<file path="src/rtl/slv_guard_iso_pkg.sv">
// Shared types for the slave-guard isolator: FSM encodings, AXI response codes
// and the default AXI4 request/response structs used on both sides.
package slv_guard_iso_pkg;

  typedef enum logic [1:0] {
    PASS     = 2'd0,
    DRAIN    = 2'd1,
    ISOLATED = 2'd2
  } iso_state_e;

  typedef enum logic [1:0] {
    EW_IDLE = 2'd0,
    EW_DATA = 2'd1,
    EW_RESP = 2'd2
  } err_wr_state_e;

  typedef enum logic {
    ER_IDLE = 1'b0,
    ER_DATA = 1'b1
  } err_rd_state_e;

  localparam logic [1:0] RESP_OKAY   = 2'b00;
  localparam logic [1:0] RESP_SLVERR = 2'b10;

  localparam int unsigned AxiIdWidth   = 2;
  localparam int unsigned AxiAddrWidth = 32;
  localparam int unsigned AxiDataWidth = 32;

  typedef struct packed {
    logic [AxiIdWidth-1:0]   id;
    logic [AxiAddrWidth-1:0] addr;
    logic [7:0]              len;
  } axi_ax_chan_t;

  typedef struct packed {
    logic [AxiDataWidth-1:0]   data;
    logic [AxiDataWidth/8-1:0] strb;
    logic                      last;
  } axi_w_chan_t;

  typedef struct packed {
    logic [AxiIdWidth-1:0] id;
    logic [1:0]            resp;
  } axi_b_chan_t;

  typedef struct packed {
    logic [AxiIdWidth-1:0]   id;
    logic [AxiDataWidth-1:0] data;
    logic [1:0]              resp;
    logic                    last;
  } axi_r_chan_t;

  typedef struct packed {
    axi_ax_chan_t aw;
    logic         aw_valid;
    axi_w_chan_t  w;
    logic         w_valid;
    logic         b_ready;
    axi_ax_chan_t ar;
    logic         ar_valid;
    logic         r_ready;
  } axi_req_t;

  typedef struct packed {
    logic        aw_ready;
    logic        w_ready;
    axi_b_chan_t b;
    logic        b_valid;
    logic        ar_ready;
    axi_r_chan_t r;
    logic        r_valid;
  } axi_rsp_t;

endpackage

</file>
<file path="src/rtl/slv_guard_err_slv.sv">
// Error responder used while the subordinate is isolated: one write and one
// read in flight at a time, each answered with SLVERR.
module slv_guard_err_slv
  import slv_guard_iso_pkg::*;
#(
  parameter int unsigned IdWidth = 2
) (
  input  logic               clk_i,
  input  logic               rst_ni,
  input  logic               accept_i,
  input  logic               aw_valid_i,
  input  logic [IdWidth-1:0] aw_id_i,
  output logic               aw_ready_o,
  input  logic               w_valid_i,
  input  logic               w_last_i,
  output logic               w_ready_o,
  output logic               b_valid_o,
  output logic [IdWidth-1:0] b_id_o,
  input  logic               b_ready_i,
  input  logic               ar_valid_i,
  input  logic [IdWidth-1:0] ar_id_i,
  input  logic [7:0]         ar_len_i,
  output logic               ar_ready_o,
  output logic               r_valid_o,
  output logic [IdWidth-1:0] r_id_o,
  output logic               r_last_o,
  input  logic               r_ready_i,
  output logic               busy_o
);

  err_wr_state_e      wr_state_q;
  err_rd_state_e      rd_state_q;
  logic [IdWidth-1:0] wr_id_q;
  logic [IdWidth-1:0] rd_id_q;
  logic [7:0]         rd_len_q;
  logic [7:0]         rd_beat_q;

  // Write engine (AW -> W until last -> B) and read engine (AR -> len+1 R beats).
  always_ff @(posedge clk_i or negedge rst_ni) begin
    if (!rst_ni) begin
      wr_state_q <= EW_IDLE;
      rd_state_q <= ER_IDLE;
      wr_id_q    <= '0;
      rd_id_q    <= '0;
      rd_len_q   <= '0;
      rd_beat_q  <= '0;
    end else begin
      unique case (wr_state_q)
        EW_IDLE: if (accept_i && aw_valid_i) begin
          wr_id_q    <= aw_id_i;
          wr_state_q <= EW_DATA;
        end
        EW_DATA: if (w_valid_i && w_last_i) wr_state_q <= EW_RESP;
        EW_RESP: if (b_ready_i) wr_state_q <= EW_IDLE;
        default: wr_state_q <= EW_IDLE;
      endcase
      unique case (rd_state_q)
        ER_IDLE: if (accept_i && ar_valid_i) begin
          rd_id_q    <= ar_id_i;
          rd_len_q   <= ar_len_i;
          rd_beat_q  <= '0;
          rd_state_q <= ER_DATA;
        end
        ER_DATA: if (r_ready_i) begin
          if (rd_beat_q == rd_len_q) rd_state_q <= ER_IDLE;
          else                       rd_beat_q  <= rd_beat_q + 8'd1;
        end
        default: rd_state_q <= ER_IDLE;
      endcase
    end
  end

  assign aw_ready_o = accept_i && (wr_state_q == EW_IDLE);
  assign w_ready_o  = (wr_state_q == EW_DATA);
  assign b_valid_o  = (wr_state_q == EW_RESP);
  assign b_id_o     = wr_id_q;
  assign ar_ready_o = accept_i && (rd_state_q == ER_IDLE);
  assign r_valid_o  = (rd_state_q == ER_DATA);
  assign r_id_o     = rd_id_q;
  assign r_last_o   = (rd_beat_q == rd_len_q);
  assign busy_o     = (wr_state_q != EW_IDLE) || (rd_state_q != ER_IDLE);

endmodule

</file>
<file path="src/rtl/slv_guard_isolator.sv">
// Isolator between the slave guard and its subordinate: forwards AXI4 traffic
// with outstanding limits, drains on isolate request, then answers SLVERR.
module slv_guard_isolator
  import slv_guard_iso_pkg::*;
#(
  parameter int unsigned IdWidth        = 2,
  parameter int unsigned MaxOutstanding = 8,
  parameter int unsigned DrainCycles    = 1024,
  parameter type         req_t          = axi_req_t,
  parameter type         rsp_t          = axi_rsp_t
) (
  input  logic       clk_i,
  input  logic       rst_ni,
  input  logic       isolate_i,
  input  req_t       slv_req_i,
  output rsp_t       slv_rsp_o,
  output req_t       mst_req_o,
  input  rsp_t       mst_rsp_i,
  output logic       isolated_o,
  output logic       drain_timeout_o,
  output logic [1:0] state_o
);

  localparam int unsigned CntW = $clog2(MaxOutstanding + 1);
  localparam int unsigned DcW  = (DrainCycles > 1) ? $clog2(DrainCycles) : 1;

  iso_state_e      state_q;
  logic [CntW-1:0] wr_cnt_q, wr_cnt_d;
  logic [CntW-1:0] rd_cnt_q, rd_cnt_d;
  logic [CntW-1:0] w_pend_q, w_pend_d;
  logic [DcW-1:0]  drain_cnt_q;
  logic            drain_timeout_q;

  logic aw_open, ar_open, w_open;
  logic aw_hs, ar_hs, w_last_hs, b_hs, r_last_hs;
  logic in_iso;

  logic               e_accept, e_aw_ready, e_w_ready, e_b_valid, e_ar_ready;
  logic               e_r_valid, e_r_last, e_busy;
  logic [IdWidth-1:0] e_b_id, e_r_id;

  assign in_iso   = (state_q == ISOLATED);
  assign e_accept = in_iso && isolate_i;

  slv_guard_err_slv #(
    .IdWidth (IdWidth)
  ) u_err_slv (
    .clk_i      (clk_i),
    .rst_ni     (rst_ni),
    .accept_i   (e_accept),
    .aw_valid_i (slv_req_i.aw_valid),
    .aw_id_i    (slv_req_i.aw.id),
    .aw_ready_o (e_aw_ready),
    .w_valid_i  (slv_req_i.w_valid),
    .w_last_i   (slv_req_i.w.last),
    .w_ready_o  (e_w_ready),
    .b_valid_o  (e_b_valid),
    .b_id_o     (e_b_id),
    .b_ready_i  (slv_req_i.b_ready),
    .ar_valid_i (slv_req_i.ar_valid),
    .ar_id_i    (slv_req_i.ar.id),
    .ar_len_i   (slv_req_i.ar.len),
    .ar_ready_o (e_ar_ready),
    .r_valid_o  (e_r_valid),
    .r_id_o     (e_r_id),
    .r_last_o   (e_r_last),
    .r_ready_i  (slv_req_i.r_ready),
    .busy_o     (e_busy)
  );

  // Channel gating, handshake detection and next counter values.
  always_comb begin
    mst_req_o = slv_req_i;
    slv_rsp_o = mst_rsp_i;

    aw_open = (state_q == PASS) && (wr_cnt_q != CntW'(MaxOutstanding));
    ar_open = (state_q == PASS) && (rd_cnt_q != CntW'(MaxOutstanding));

    mst_req_o.aw_valid = slv_req_i.aw_valid & aw_open;
    slv_rsp_o.aw_ready = mst_rsp_i.aw_ready & aw_open;
    aw_hs              = slv_req_i.aw_valid & mst_rsp_i.aw_ready & aw_open;

    mst_req_o.ar_valid = slv_req_i.ar_valid & ar_open;
    slv_rsp_o.ar_ready = mst_rsp_i.ar_ready & ar_open;
    ar_hs              = slv_req_i.ar_valid & mst_rsp_i.ar_ready & ar_open;

    // aw_hs is never set in DRAIN, so this also covers the w_pend-only rule there.
    w_open             = !in_iso && ((w_pend_q != '0) || aw_hs);
    mst_req_o.w_valid  = slv_req_i.w_valid & w_open;
    slv_rsp_o.w_ready  = mst_rsp_i.w_ready & w_open;
    w_last_hs          = slv_req_i.w_valid & mst_rsp_i.w_ready & w_open & slv_req_i.w.last;

    b_hs      = !in_iso & mst_rsp_i.b_valid & slv_req_i.b_ready;
    r_last_hs = !in_iso & mst_rsp_i.r_valid & slv_req_i.r_ready & mst_rsp_i.r.last;

    if (in_iso) begin
      mst_req_o.b_ready  = 1'b1;
      mst_req_o.r_ready  = 1'b1;
      slv_rsp_o          = '0;
      slv_rsp_o.aw_ready = e_aw_ready;
      slv_rsp_o.w_ready  = e_w_ready;
      slv_rsp_o.b_valid  = e_b_valid;
      slv_rsp_o.b.id     = e_b_id;
      slv_rsp_o.b.resp   = RESP_SLVERR;
      slv_rsp_o.ar_ready = e_ar_ready;
      slv_rsp_o.r_valid  = e_r_valid;
      slv_rsp_o.r.id     = e_r_id;
      slv_rsp_o.r.resp   = RESP_SLVERR;
      slv_rsp_o.r.last   = e_r_last;
    end

    // Outputs are forced idle while reset is held so the pass-through paths
    // cannot leak valid/ready before the first clock edge.
    if (!rst_ni) begin
      mst_req_o = '0;
      slv_rsp_o = '0;
    end

    wr_cnt_d = wr_cnt_q + CntW'(aw_hs) - CntW'(b_hs);
    rd_cnt_d = rd_cnt_q + CntW'(ar_hs) - CntW'(r_last_hs);
    w_pend_d = w_pend_q + CntW'(aw_hs) - CntW'(w_last_hs);
  end

  // Mode FSM with outstanding counters, drain timer and timeout pulse.
  always_ff @(posedge clk_i or negedge rst_ni) begin
    if (!rst_ni) begin
      state_q         <= PASS;
      wr_cnt_q        <= '0;
      rd_cnt_q        <= '0;
      w_pend_q        <= '0;
      drain_cnt_q     <= '0;
      drain_timeout_q <= 1'b0;
    end else begin
      drain_timeout_q <= 1'b0;
      wr_cnt_q        <= wr_cnt_d;
      rd_cnt_q        <= rd_cnt_d;
      w_pend_q        <= w_pend_d;
      unique case (state_q)
        PASS: begin
          drain_cnt_q <= '0;
          if (isolate_i) state_q <= DRAIN;
        end
        DRAIN: begin
          drain_cnt_q <= drain_cnt_q + DcW'(1);
          if ((wr_cnt_q == '0) && (rd_cnt_q == '0) && (w_pend_q == '0)) begin
            state_q <= ISOLATED;
          end else if (drain_cnt_q == DcW'(DrainCycles - 1)) begin
            state_q         <= ISOLATED;
            drain_timeout_q <= 1'b1;
            wr_cnt_q        <= '0;
            rd_cnt_q        <= '0;
            w_pend_q        <= '0;
          end
        end
        ISOLATED: if (!isolate_i && !e_busy) state_q <= PASS;
        default: state_q <= PASS;
      endcase
    end
  end

  assign isolated_o      = in_iso;
  assign drain_timeout_o = drain_timeout_q;
  assign state_o         = state_q;

endmodule

</file>
<file path="config.mk">
export PLATFORM = sky130hd
export DESIGN_NAME = slv_guard_isolator
export DESIGN_NICKNAME = d
export VERILOG_FILES = /design/src/rtl/slv_guard_iso_pkg.sv /design/src/rtl/slv_guard_err_slv.sv /design/src/rtl/slv_guard_isolator.sv
export SDC_FILE = /design/constraint.sdc
export NUM_CORES = 1
export LEC_CHECK = 0
export CAP_MARGIN = 5
export CORE_AREA = 2 2 137 139
export CTS_CLUSTER_SIZE = 24
export DETAILED_ROUTE_END_ITERATION = 10
export DIE_AREA = 0 0 139 141
export SLEW_MARGIN = 40
export SYNTH_ARGS = -nofsm -noshare
export SYNTH_HDL_FRONTEND = slang
export SYNTH_SLANG_ARGS = --single-unit
</file>
<file path="constraint.sdc">
create_clock -name clk_i -period 2.75 [get_ports clk_i]
set_input_delay 0.4125 -clock clk_i [delete_from_list [all_inputs] [get_ports clk_i]]
set_output_delay 0.4125 -clock clk_i [all_outputs]
set_load 0.05 [all_outputs]
</file>
==> results_dict.tcl <==
set metrics [dict create \
    hpwlAfterDp_mm 21.3 \
    ir_drop_v 0.000412 \
    power_density_mw_per_mm2 539 \
    dieHeight_um 141 \
    r2r_start "w_pend_q[2]" \
    synth_area_mm2 0.00407 \
    required_ns 2.93 \
    synth_cells 510 \
    grtUsageTotal 0.249 \
    ys_top_cells_by_area "dfrtp_1 (30%), and2_1 (19%), and3_1 (6.5%), ha_1 (5.8%), nand2_1 (5.3%)" \
    p_leak_nw 3.82 \
    netlist_top_cells_count "and2_1 (122), nand2_1 (58), dfrtp_1 (48), and3_1 (42), clkbuf_1 (29)" \
    yosysTopAreaCellShare 0.295 \
    rr_worst_depth 12 \
    drv_slew 0 \
    finClkSkew_ns 0.00622 \
    port_buffers 350 \
    post_cts.repair.setup_buffers 0 \
    hold_violations 0 \
    cpPeakStageDelay_ns 0.52 \
    yosysWarnings 0 \
    yosysTopAreaCell "dfrtp_1" \
    critical_path_buf_inv_count 3 \
    clock_path_buffers 2 \
    crit_path_start_kind "flip-flop" \
    path_delay_family "adder cells" \
    drc 0 \
    total_power_w 0.00449 \
    final_antenna_net_count 0 \
    maxSlewHeadroom 0.572 \
    drive_above_1_share 0.248 \
    nets 1042 \
    grt-ovfl-total 0 \
    cp_slowest_cell "fa_2" \
    max_freq_mhz 391 \
    grt_pass1_wl_mm 35.6 \
    yosysMostFrequentCell "and2_1" \
    fp.dieW_um 139 \
    cts_htree_levels 2 \
    cp.arrival_ns 2.73 \
    yosysSeqAreaShare 0.295 \
    drtIter0Drc 202 \
    crit_type "flip-flop to flip-flop" \
    synth-main-ff-cell "dfrtp_1" \
    tightest_slew_ns 0.641 \
    hold_slack_ns 0.243 \
    clk_latency_ns 0.29 \
    core_mm2 0.0183 \
    drt-wirelength-per-cell_um 23.4 \
    cts.clk_slew.worst_paths_ns 0.07 \
    dr.pass1.iters 4 \
    gp_congestion 0.920 \
    fin_crit_sh 0.930 \
    synthToLayoutAreaGrowth_pct 104 \
    maxCapViolations 0 \
    synth-seq-cells 48 \
    fin_tns_setup_ns 0 \
    wirelength_mm 25.3 \
    async_reset_ff_frac 1.00 \
    avgSynthCellArea_um2 7.98 \
    worstSetupEndpointType "flip-flop" \
    drt-vias-per-instance 4.57 \
    dieArea_mm2 0.0196 \
    grt_max_degree 90 \
    grt_pass1_vias 5058 \
    critical_path.cell_chain "inv_2, ha_1, or3b_4, a41o_1, nand2_1, nor3_1, ha_1, inv_1, ha_2, inv_1, fa_2, nor2_2" \
    cts_tree "yes" \
    start_util 0.223 \
    hp-class "input port to asynchronous set/reset pin" \
    crit_fanout 3 \
    ys_types 51 \
    setup_viol 0 \
    rsz0062_at_grt "false" \
    clock_sinks 48 \
    rrSetupSlack_ns 0.19 \
    via_count 4937 \
    finalCriticalPeriod_ns 2.56 \
    synth_edf_count 0 \
    clock-root-buffer "clkbuf_16" \
    antenna_found_initial 2 \
    reg2reg_to "w_pend_q[1]" \
    rows 50 \
    synth_fp_nets 707 \
    boundaryPins 351 \
    status "finished, final reports clean" \
    cts_buffers 5 \
]
-- sequential cells by signal, summed over array words and instances, names as in the netlist --
register	flops
state_o	2
drain_cnt_q	10
drain_timeout_o	1
rd_cnt_q	4
w_pend_q	4
u_err_slv.b_id_o	2
u_err_slv.wr_state_q	2
u_err_slv.r_id_o	2
wr_cnt_q	4
u_err_slv.r_valid_o	1
u_err_slv.rd_beat_q	8
u_err_slv.rd_len_q	8
-- final cells by class --
type / instances / area [um^2]
Fill cell: 1803 / 9950
Timing Repair Buffer: 365 / 3940
Multi-Input combinational cell: 400 / 2640
Sequential cell: 48 / 1200
Tap cell: 234 / 293
Clock buffer: 7 / 143
Inverter: 25 / 93.8
Clock inverter: 1 / 7.51
Antenna cell: 1 / 2.50
-- per-layer routing --
metal  GRT usage  wire [um]
met2       0.423      12400
met1       0.292       9860
met3      0.0768       1800
met5           0         13
met4       0.104       1220
-- metrics by stage --
step | setup slack [ns] | area, um^2 | util | std cells
2_1_floorplan | 0.0297 | 4080 | - | 510
3_3_place_gp | 0.0592 | 8150 | 0.446 | 1071
3_5_place_dp | 0.0138 | 8150 | 0.446 | 1071
4_1_cts | 0.0245 | 8310 | 0.455 | 1080
5_1_grt | 0.0511 | 8320 | 0.455 | 1080
6_report | 0.193 | 8320 | 0.455 | 1081
-- power by group --
group          internal [W]  leakage, nW  switching (W)  total [W]
Sequential         0.000947        0.612       0.000232    0.00118
Clock              0.000363       0.0701       0.000274   0.000637
Combinational       0.00122         3.14        0.00145    0.00267
Total               0.00253         3.82        0.00196    0.00449
-- layout by cell type (no fill, tap or decap), types with 2 or more instances in the layout --
cell,n
dfrtp_1,48
o21ai_0,6
a22o_1,7
o311ai_0,3
clkbuf_16,5
nand4_1,7
a21o_1,5
mux2_2,5
inv_1,23
or3b_4,2
nand2b_1,5
and2b_1,3
o311ai_1,2
nor2_1,17
xnor2_1,15
buf_12,58
fa_1,2
inv_2,2
and2_1,122
nand2_1,58
and4_1,5
nor2_2,6
buf_4,118
nor3_1,10
o2111ai_1,5
or3_1,3
and3_1,42
o22ai_1,2
a31oi_1,7
nor4_1,2
clkdlybuf4s50_1,187
o211ai_1,4
ha_1,18
nand3_1,6
a21oi_1,12
-- worst max-delay path by stage --
stage | slack [ns] | startpoint | end | depth (start not counted)
2_1_floorplan | 0.03 | state_o[0] | slv_rsp_o[0] | 6
6_report | 0.19 | w_pend_q[2] | w_pend_q[1] | 12
4_1_cts | 0.02 | wr_cnt_q[2] | w_pend_q[2] | 13
3_5_place_dp | 0.01 | wr_cnt_q[2] | w_pend_q[2] | 13
5_1_grt | 0.05 | w_pend_q[2] | w_pend_q[1] | 12
3_3_place_gp | 0.06 | wr_cnt_q[2] | w_pend_q[2] | 13
-- timing repair --
| action | CTS | global route |
|---|---|---|
| setup endpoints to repair | 1 | 3 |
| pin swaps | 2 | 1 |
| endpoints found under the hold margin | 11 | 0 |
| cloned | 0 | 0 |
| gates resized for setup | 0 | 6 |
| hold buffers | 1 | 0 |
-- cells by family (layout without fill, tap and decap cells) --
family,Yosys count,in the layout,synth area share
simple gates,300,300,0.426
buf+inv,62,398,0.0608
compound gates,57,57,0.0971
flops,48,48,0.295
fa+ha+maj,22,22,0.0731
xor+xnor,16,16,0.0344
mux,5,5,0.0138
other cells,0,1,0
(Power assumes the default switching activity.)
